[config.mk]
export PLATFORM = sky130hd
export DESIGN_NAME = cfo_mem_sequencer
export DESIGN_NICKNAME = d
export VERILOG_FILES = /design/src/rtl/cfo_mem_sequencer_pkg.sv /design/src/rtl/cfo_mem_sequencer_rd_align.sv /design/src/rtl/cfo_mem_sequencer.sv
export SDC_FILE = /design/constraint.sdc
export NUM_CORES = 1
export LEC_CHECK = 0
export ABC_AREA = 1
export BUFFER_PORTS_ARGS = -buffer_cell sky130_fd_sc_hd__buf_2
export CAP_MARGIN = 20
export CORE_MARGIN = 4
export CORE_UTILIZATION = 58
export DETAILED_ROUTE_END_ITERATION = 8
export HOLD_SLACK_MARGIN = 0.1
export PLACE_DENSITY_LB_ADDON = 0.12
export SETUP_SLACK_MARGIN = 0.2
export SLEW_MARGIN = 30
export SYNTH_ARGS = -nofsm -noshare
export SYNTH_HDL_FRONTEND = slang
export SYNTH_HIERARCHICAL = 1
export SYNTH_SLANG_ARGS = --single-unit
[constraint.sdc]
create_clock -name clk -period 3.15 [get_ports clk]
set_clock_uncertainty 0.2 [all_clocks]
set_input_delay 0.315 -clock clk [delete_from_list [all_inputs] [get_ports clk]]
set_output_delay 0.315 -clock clk [all_outputs]
set_load 0.01 [all_outputs]
[src/rtl/cfo_mem_sequencer_pkg.sv]
// Shared types and constants for the CFO sample-memory read sequencer.
// Holds the FSM state encoding, default geometry and the request range check.
package cfo_mem_sequencer_pkg;

    localparam int DEPTH_DEFAULT = 1280;
    localparam int AW_DEFAULT    = 12;

    typedef enum logic [2:0] {
        IDLE,
        CHECK,
        RUN,
        DRAIN,
        DONE
    } state_t;

    // A request is legal when it reads something and its furthest word stays inside the bank.
    function automatic logic range_ok(input logic [31:0] end_addr,
                                      input logic [31:0] len,
                                      input logic [31:0] depth);
        return (len != 32'd0) && (end_addr <= depth);
    endfunction

endpackage

[src/rtl/cfo_mem_sequencer_rd_align.sv]
// Registers the issue flags by one cycle so they line up with the banks' registered read data.
module cfo_mem_sequencer_rd_align (
    input  logic clk,
    input  logic rst,
    input  logic issue_valid,
    input  logic issue_first,
    input  logic issue_last,
    output logic rd_valid,
    output logic rd_first,
    output logic rd_last
);

    always_ff @(posedge clk) begin
        if (rst) begin
            rd_valid <= 1'b0;
            rd_first <= 1'b0;
            rd_last  <= 1'b0;
        end else begin
            rd_valid <= issue_valid;
            rd_first <= issue_first;
            rd_last  <= issue_last;
        end
    end

endmodule

[src/rtl/cfo_mem_sequencer.sv]
// Burst read sequencer driving the shared address/offset/mode of the real and imaginary banks,
// with range checking of each request and valid/first/last strobes aligned to the read data.
module cfo_mem_sequencer
    import cfo_mem_sequencer_pkg::*;
#(
    parameter int DEPTH = DEPTH_DEFAULT,
    parameter int AW    = AW_DEFAULT
) (
    input  logic          clk,
    input  logic          rst,
    input  logic          start,
    input  logic          pair,
    input  logic [AW-1:0] base,
    input  logic [AW-1:0] lag,
    input  logic [AW-1:0] length,
    input  logic          pause,
    output logic          mode,
    output logic [AW-1:0] address,
    output logic [AW-1:0] offset,
    output logic          rd_valid,
    output logic          rd_first,
    output logic          rd_last,
    output logic          busy,
    output logic          done,
    output logic          err
);

    state_t        state, state_next;
    logic [AW-1:0] base_q, lag_q, len_q, cnt;
    logic [AW-1:0] addr_hold, off_hold;
    logic          pair_q;
    logic [AW:0]   end_addr;
    logic          accept_ok;
    logic          issue, issue_first, issue_last, last_issue;

    assign end_addr   = {1'b0, base_q} + {1'b0, len_q} + {1'b0, lag_q};
    assign accept_ok  = range_ok(32'(end_addr), 32'(len_q), 32'(DEPTH));
    assign last_issue = (cnt == len_q - 1'b1);

    always_ff @(posedge clk) begin
        if (rst) begin
            state <= IDLE;
        end else begin
            state <= state_next;
        end
    end

    always_comb begin
        state_next = state;
        case (state)
            IDLE:    if (start) state_next = CHECK;
            CHECK:   state_next = accept_ok ? RUN : IDLE;
            RUN:     if (issue && last_issue) state_next = DRAIN;
            DRAIN:   state_next = DONE;
            DONE:    state_next = IDLE;
            default: state_next = IDLE;
        endcase
    end

    // Outside RUN the bank inputs replay the last issued address/offset with mode forced low.
    always_comb begin
        issue       = (state == RUN) && !pause;
        issue_first = issue && (cnt == '0);
        issue_last  = issue && last_issue;
        mode        = (state == RUN) && pair_q;
        address     = (state == RUN) ? base_q + cnt : addr_hold;
        offset      = (state == RUN) ? lag_q : off_hold;
        busy        = (state != IDLE);
    end

    always_ff @(posedge clk) begin
        if (rst) begin
            base_q    <= '0;
            lag_q     <= '0;
            len_q     <= '0;
            pair_q    <= 1'b0;
            cnt       <= '0;
            addr_hold <= '0;
            off_hold  <= '0;
            done      <= 1'b0;
            err       <= 1'b0;
        end else begin
            done <= (state == DONE);
            err  <= (state == CHECK) && !accept_ok;
            if (state == IDLE && start) begin
                base_q <= base;
                lag_q  <= pair ? lag : '0;
                len_q  <= length;
                pair_q <= pair;
            end
            if (state == CHECK) begin
                cnt <= '0;
            end
            if (state == RUN) begin
                addr_hold <= base_q + cnt;
                off_hold  <= lag_q;
                if (!pause) begin
                    cnt <= cnt + 1'b1;
                end
            end
        end
    end

    cfo_mem_sequencer_rd_align u_rd_align (
        .clk         (clk),
        .rst         (rst),
        .issue_valid (issue),
        .issue_first (issue_first),
        .issue_last  (issue_last),
        .rd_valid    (rd_valid),
        .rd_first    (rd_first),
        .rd_last     (rd_last)
    );

endmodule

==> After elaboration in Yosys (flattened, before gate mapping) <==
Index checks and enable logic that the tools add are counted.
{ "op_classes": {"n_mux": 10, "n_reduce_logical": 14, "n_eq_ne": 7, "magnitude_cmp": 1, "addsub": 5} }
{ "op_table": {"columns": ["cell", "count"], "rows": [
  ["$mux 12", 6],
  ["$add 12x12->13", 1],
  ["$add 13x12->13", 1],
  ["$le 13x11->1 const B", 1],
  ["$add 12x1->12 const B", 1],
  ["$add 12x12->12", 1],
  ["$eq 12x12->1", 1],
  ["$logic_not 12->1", 1],
  ["$pmux 3 s4", 1],
  ["$reduce_bool 12->1", 1],
  ["$sub 12x1->12 const B", 1],
  ["$logic_and 1x1->1", 7],
  ["$eq 3x2->1 const B", 2],
  ["$mux 3", 2],
  ["$eq 3x1->1 const B", 1],
  ["$eq 3x3->1 const B", 1],
  ["$logic_not 3->1", 1],
  ["$reduce_bool 3->1", 1],
  ["$logic_not 1->1", 2],
  ["$mux 2", 1],
  ["$ne 2x1->1 const B", 1],
  ["$ne 2x2->1 const B", 1],
  ["$reduce_and 2->1", 1]
]} }
{ "totals": {"reg_bits": 81, "out_inout_bits": 31, "input_bits": 41, "wordCells": 50} }

==> Depth between registers and ports, before layout <==
{ "logic_depth": {"word_depth": 6, "depth_mapped": 19, "depth_no_buf": 19} }

==> Hierarchy <==
Netlist, hierarchy kept.
{ "by_module_without_submodules": {"columns": ["mod", "n_inst", "cells_each", "seq_area_each_um2", "area_per_inst_um2"], "rows": [
  ["cfo_mem_sequencer", 1, 730, 1561.5, 5072.4],
  ["cfo_mem_sequencer_rd_align", 1, 9, 60.1, 82.6]
]} }

==> Worst setup path before layout <==
Ideal clock, no wire load.
{ "synth_timing": {"path_type": "flip-flop to flip-flop", "from": "reg base_q[1]", "to": "reg state[1]", "setup_ps": 67, "path_buffers": 0, "required_time_ps": 2883, "setup_slack_ps": 600, "period_less_slack_ps": 2550, "arrival_time_ps": 2283, "path_stages_with_launch": 17, "path_cell_list": "dfxtp_1 fa_1 ha_1 inv_1 fa_1 nand2_1 nor2_1 nand2_1 inv_1 nand3_1 nor2_1 nand3_1 nand2_1 nand2_1 nand2_1 nand3_1 a21oi_2"} }
{ "synth_between": {"elab_chain_len": 6} }
{ "synth_rtl": {"columns": ["item", "line", "rtl"], "rows": [
  ["start: declaration", "cfo_mem_sequencer.sv:29", "logic [AW-1:0] base_q, lag_q, len_q, cnt;"],
  ["start signal: assignment", "cfo_mem_sequencer.sv:86", "base_q <= base;"],
  ["$add 12x12->13", "cfo_mem_sequencer.sv:36", "assign end_addr = {1'b0, base_q} + {1'b0, len_q} + {1'b0, lag_q};"],
  ["$add 13x12->13", "cfo_mem_sequencer.sv:36", null],
  ["$le 13x11->1", "cfo_mem_sequencer_pkg.sv:20", "return (len != 32'd0) && (end_addr <= depth);"],
  ["$logic_and 1x1->1", "cfo_mem_sequencer_pkg.sv:20", null],
  ["$mux 2", "cfo_mem_sequencer.sv:52", "CHECK: state_next = accept_ok ? RUN : IDLE;"],
  ["$pmux 3 s4", "cfo_mem_sequencer.sv:50", "case (state)"],
  ["end signal: assignment", "cfo_mem_sequencer.sv:44", "state <= state_next;"],
  ["end: declaration", "cfo_mem_sequencer.sv:28", "state_t state, state_next;"]
]} }
Every way passes these cells.
A chain may end at the register's enable or synchronous reset.

==> Final worst setup path <==
{ "layout_timing": {"from": "reg cnt[0]", "to": "out address[4]"} }
{ "layout_between": {"elab_chain_len": 2} }
{ "layout_rtl": {"columns": ["item", "line", "rtl"], "rows": [
  ["start: declaration", "cfo_mem_sequencer.sv:29", null],
  ["start signal: assignment", "cfo_mem_sequencer.sv:98", "cnt <= cnt + 1'b1;"],
  ["$add 12x12->12", "cfo_mem_sequencer.sv:66", "address = (state == RUN) ? base_q + cnt : addr_hold;"],
  ["$mux 12", null, null],
  ["end: declaration", "cfo_mem_sequencer.sv:18", "output logic [AW-1:0] address,"]
]} }
Every way passes these cells.

==> flow_metrics.tcl <==
set metrics [dict create \
    p_int_mw 1.84 \
    hold_viol_final 0 \
    finalMaxSlewViolations 0 \
    reg2reg_slack_ps 330 \
    synthTopCellsByCount "nand2_1 (161), inv_1 (108), dfxtp_1 (81), nand3_1 (62), a21oi_1 (57)" \
    num_vias 5202 \
    grtUsageTotal_pct 29.2 \
    fmax_mhz 353 \
    cp-startpoint "cnt[0]" \
    path_buf_inv 3 \
    seqPwrFrac_pct 39.6 \
    yosysTopAreaCell "dfxtp_1" \
    fin_crit_sh_pct 90.0 \
    grt_overflow_total 0 \
    crit_top_cell "inv_1" \
    endpoint "address[4]" \
    reg2reg_to "state[1]" \
    synth_edf_count 0 \
    ant_nets 0 \
    synth.most_common_cell "nand2_1" \
    firstDrtPassIters 5 \
    row_count 34 \
    status "finished clean" \
    hpwl_microns 10800 \
    core_sq_um 8680 \
    synthDominantCellAreaShare_pct 31.5 \
    cp.arrival_ps 2320 \
    switching_share_pct 39.8 \
    total_power_mw 3.05 \
    hp-class "in2reg" \
    path_clk_slew_ps 90 \
    period_minus_slack_ps 2840 \
    clock_path_buffers 2 \
    die_area_sq_um 10500 \
    multi_input_area_sq_um 3030 \
    synthFlopType "dfxtp_1" \
    p_per_area_nw_per_um2 494 \
    worst_slew_pin_slew_ps 660 \
    cp_num_cells 9 \
    required_ps 2630 \
    rsz0062_at_grt "no" \
    worstSetupPathType "reg2out" \
    seqCellArea_sq_um 1640 \
    slowest_delay_ps 410 \
    fill_cells 731 \
    synth_cell_types 40 \
    power.leakage_nw 3.10 \
    synth_area_sq_um 5150 \
    design.final.nets 921 \
    synthArstFlopShare_pct 0 \
    worst_ir_drop_vdd_mv 0.322 \
    grt_max_degree 62 \
    synth_area_leaders "dfxtp_1 (31%), nand2_1 (12%), inv_1 (7.9%), ha_1 (6.1%), nand3_1 (6.0%)" \
    dr.first_iter.drc_count 323 \
    reg2regPathDepth 16 \
    gp_congestion 0.977 \
    worst_setup_path_start_kind "flop" \
    numClockSinks 81 \
    grt_pass1_vias 4840 \
    grt_pass1_wl_microns 23600 \
    yosys_warnings 6 \
    worstPathCellList "ha_1, inv_1, fa_1, o31ai_1, xnor2_1, nand2_1, o21ai_0, inv_1, buf_2" \
    cp_max_fo 4 \
    wl_per_cell_microns 15.5 \
    wirelength_microns 14800 \
    tns_ps 0 \
    antenna_found_initial 0 \
    clkPwrFrac_pct 23.9 \
    cts-root-buf "clkbuf_8" \
    ios 72 \
    drc_errors 0 \
    htree_levels 3 \
    syn_inst 739 \
    start_util_pct 59.4 \
    io_buffers 71 \
    die_w_microns 102 \
    area_growth_pct 19.7 \
    rr_startpoint "base_q[1]" \
    max_slew_margin_pct 56.0 \
    syn_avg_cell_area_sq_um 6.98 \
    ys_seq_area_share_pct 31.5 \
    drive_above_1_share_pct 18.4 \
    diodes 0 \
    worst_setup_path_end_kind "output pin" \
    clk_latency_ps 360 \
    synth-seq-cells 81 \
    pwr-share-comb_pct 36.5 \
    crit_family "adder cells" \
    syn_nets 819 \
    cap_violations 0 \
    cts_tree "yes" \
    switching_power_mw 1.21 \
    viasPerCell 5.45 \
    cts_buffers 9 \
    die_y_microns 102 \
    worst_path_max_delay_cell "fa_1" \
    setup_viol 0 \
]
per-stage QoR:
| stage | hold WS [ps] | area (sq um) | cells | utilization (%) | setup WS [ps] |
|---|---|---|---|---|---|
| floorplan | 186 | 5150 | 739 | - | 600 |
| finish | 120 | 6170 | 954 | 71.1 | 315 |
| CTS | 102 | 6120 | 953 | 70.6 | 245 |
| global route | 125 | 6170 | 954 | 71.1 | 177 |
| global placement | 256 | 5610 | 903 | 64.6 | 445 |
| detailed placement | 264 | 5610 | 903 | 64.6 | 367 |
cell type report:
| class | count | area share [%] |
|---|---|---|
| Timing Repair Buffer | 113 | 12.2 |
| Tap cell | 108 | 2.19 |
| Sequential cell | 81 | 26.6 |
| Inverter | 114 | 6.93 |
| Clock buffer | 10 | 2.07 |
| Clock inverter | 6 | 0.831 |
| Multi-Input combinational cell | 522 | 49.1 |
how the worst min path moves through the flow:
stage | cells past startpoint | slack, ps | end | startpoint
floorplan | 1 | 190 | u_rd_align/rd_last | rst
global placement | 2 | 260 | pair_q | pair_q
detailed placement | 2 | 260 | pair_q | pair_q
CTS | 3 | 100 | pair_q | pair
global route | 3 | 130 | len_q[11] | length[11]
finish | 3 | 120 | len_q[11] | length[11]
worst reg2reg max path, stage by stage, from the launching register on:
cell	delay [ps]
dfxtp_2	350
fa_1	540
ha_2	190
inv_1	60
fa_2	520
nand2_1	50
nor2_1	80
nand2_1	60
inv_1	50
nand3_1	70
nor2_1	110
nand3_1	70
nand2_1	60
nand2_1	70
nand2_2	90
nand3_2	70
a21oi_2	140
repair_timing:
item,in CTS,in global routing
hold endpoints to repair,34,0
setup endpoints to repair,0,8
resized for setup,0,24
hold buffers,34,0
buffers inserted,0,1
layer usage:
metal | routed length [microns] | vias up | part of all wire, % | GRT usage, %
li1 | - | 2569 | - | -
met1 | 6420 | 2364 | 43 | 38.5
met2 | 6900 | 233 | 47 | 47.6
met3 | 1040 | 36 | 7.0 | 4.91
met4 | 434 | 0 | 2.9 | 11.6
met5 | 0 | - | 0 | 0
sequential cells by signal (all words and copies together), names as in the netlist:
| signal | cells |
|---|---|
| u_rd_align/rd_valid | 1 |
| lag_q | 12 |
| pair_q | 1 |
| u_rd_align/rd_first | 1 |
| err | 1 |
| off_hold | 12 |
| state | 3 |
| done | 1 |
| len_q | 12 |
| cnt | 12 |
| addr_hold | 12 |
| u_rd_align/rd_last | 1 |
| base_q | 12 |
logic make-up (layout without fill, tap and decap cells):
family,count (synthesis),after routing,share of synthesized area (%)
buffers and inverters,136,243,10.1
xor gates and xnor gates,19,19,3.23
adders and majority gates,39,39,11.5
DFF,81,81,31.5
and+or+nand+nor,341,341,30.8
AOI/OAI and AO/OA,123,123,12.9
power by group through the flow:
stage	clock, mW	sequential [mW]	combinational, mW
2_1_floorplan	0	1.20	0.754
3_3_place_gp	0	1.22	1.03
3_5_place_dp	0	1.23	1.04
4_1_cts	0.742	1.20	1.08
5_1_grt	0.787	1.22	1.24
6_report	0.730	1.21	1.11
placed cells by master, fill, tap and decap left out, types with 2 or more instances in the layout:
cell type,synthesis,routed
o21ai_1,5,6
nand2_4,2,2
nand2_2,4,5
or2_2,9,9
nor2_2,5,5
dfxtp_1,81,66
nand3_2,4,5
a21oi_2,2,3
or2_0,10,10
a211oi_1,4,4
xor2_1,15,15
nor3_2,2,2
o21bai_1,3,3
clkinvlp_4,0,3
nor2_4,2,2
dfxtp_2,0,15
nor4_1,4,4
inv_2,6,8
ha_1,25,24
o21ai_0,42,41
nand3_1,62,61
nor3_1,7,7
inv_6,0,2
dlygate4sd3_1,0,34
o2111ai_1,3,3
nand2_1,161,160
nor2_8,2,2
nor2_1,55,55
fa_1,14,13
a31oi_1,2,2
a21oi_1,57,56
nand4_1,10,10
xnor2_1,4,4
clkbuf_8,0,9
buf_2,8,71
inv_1,108,106
buf_4,0,8
Note: power is estimated with default switching activity, not from simulation.
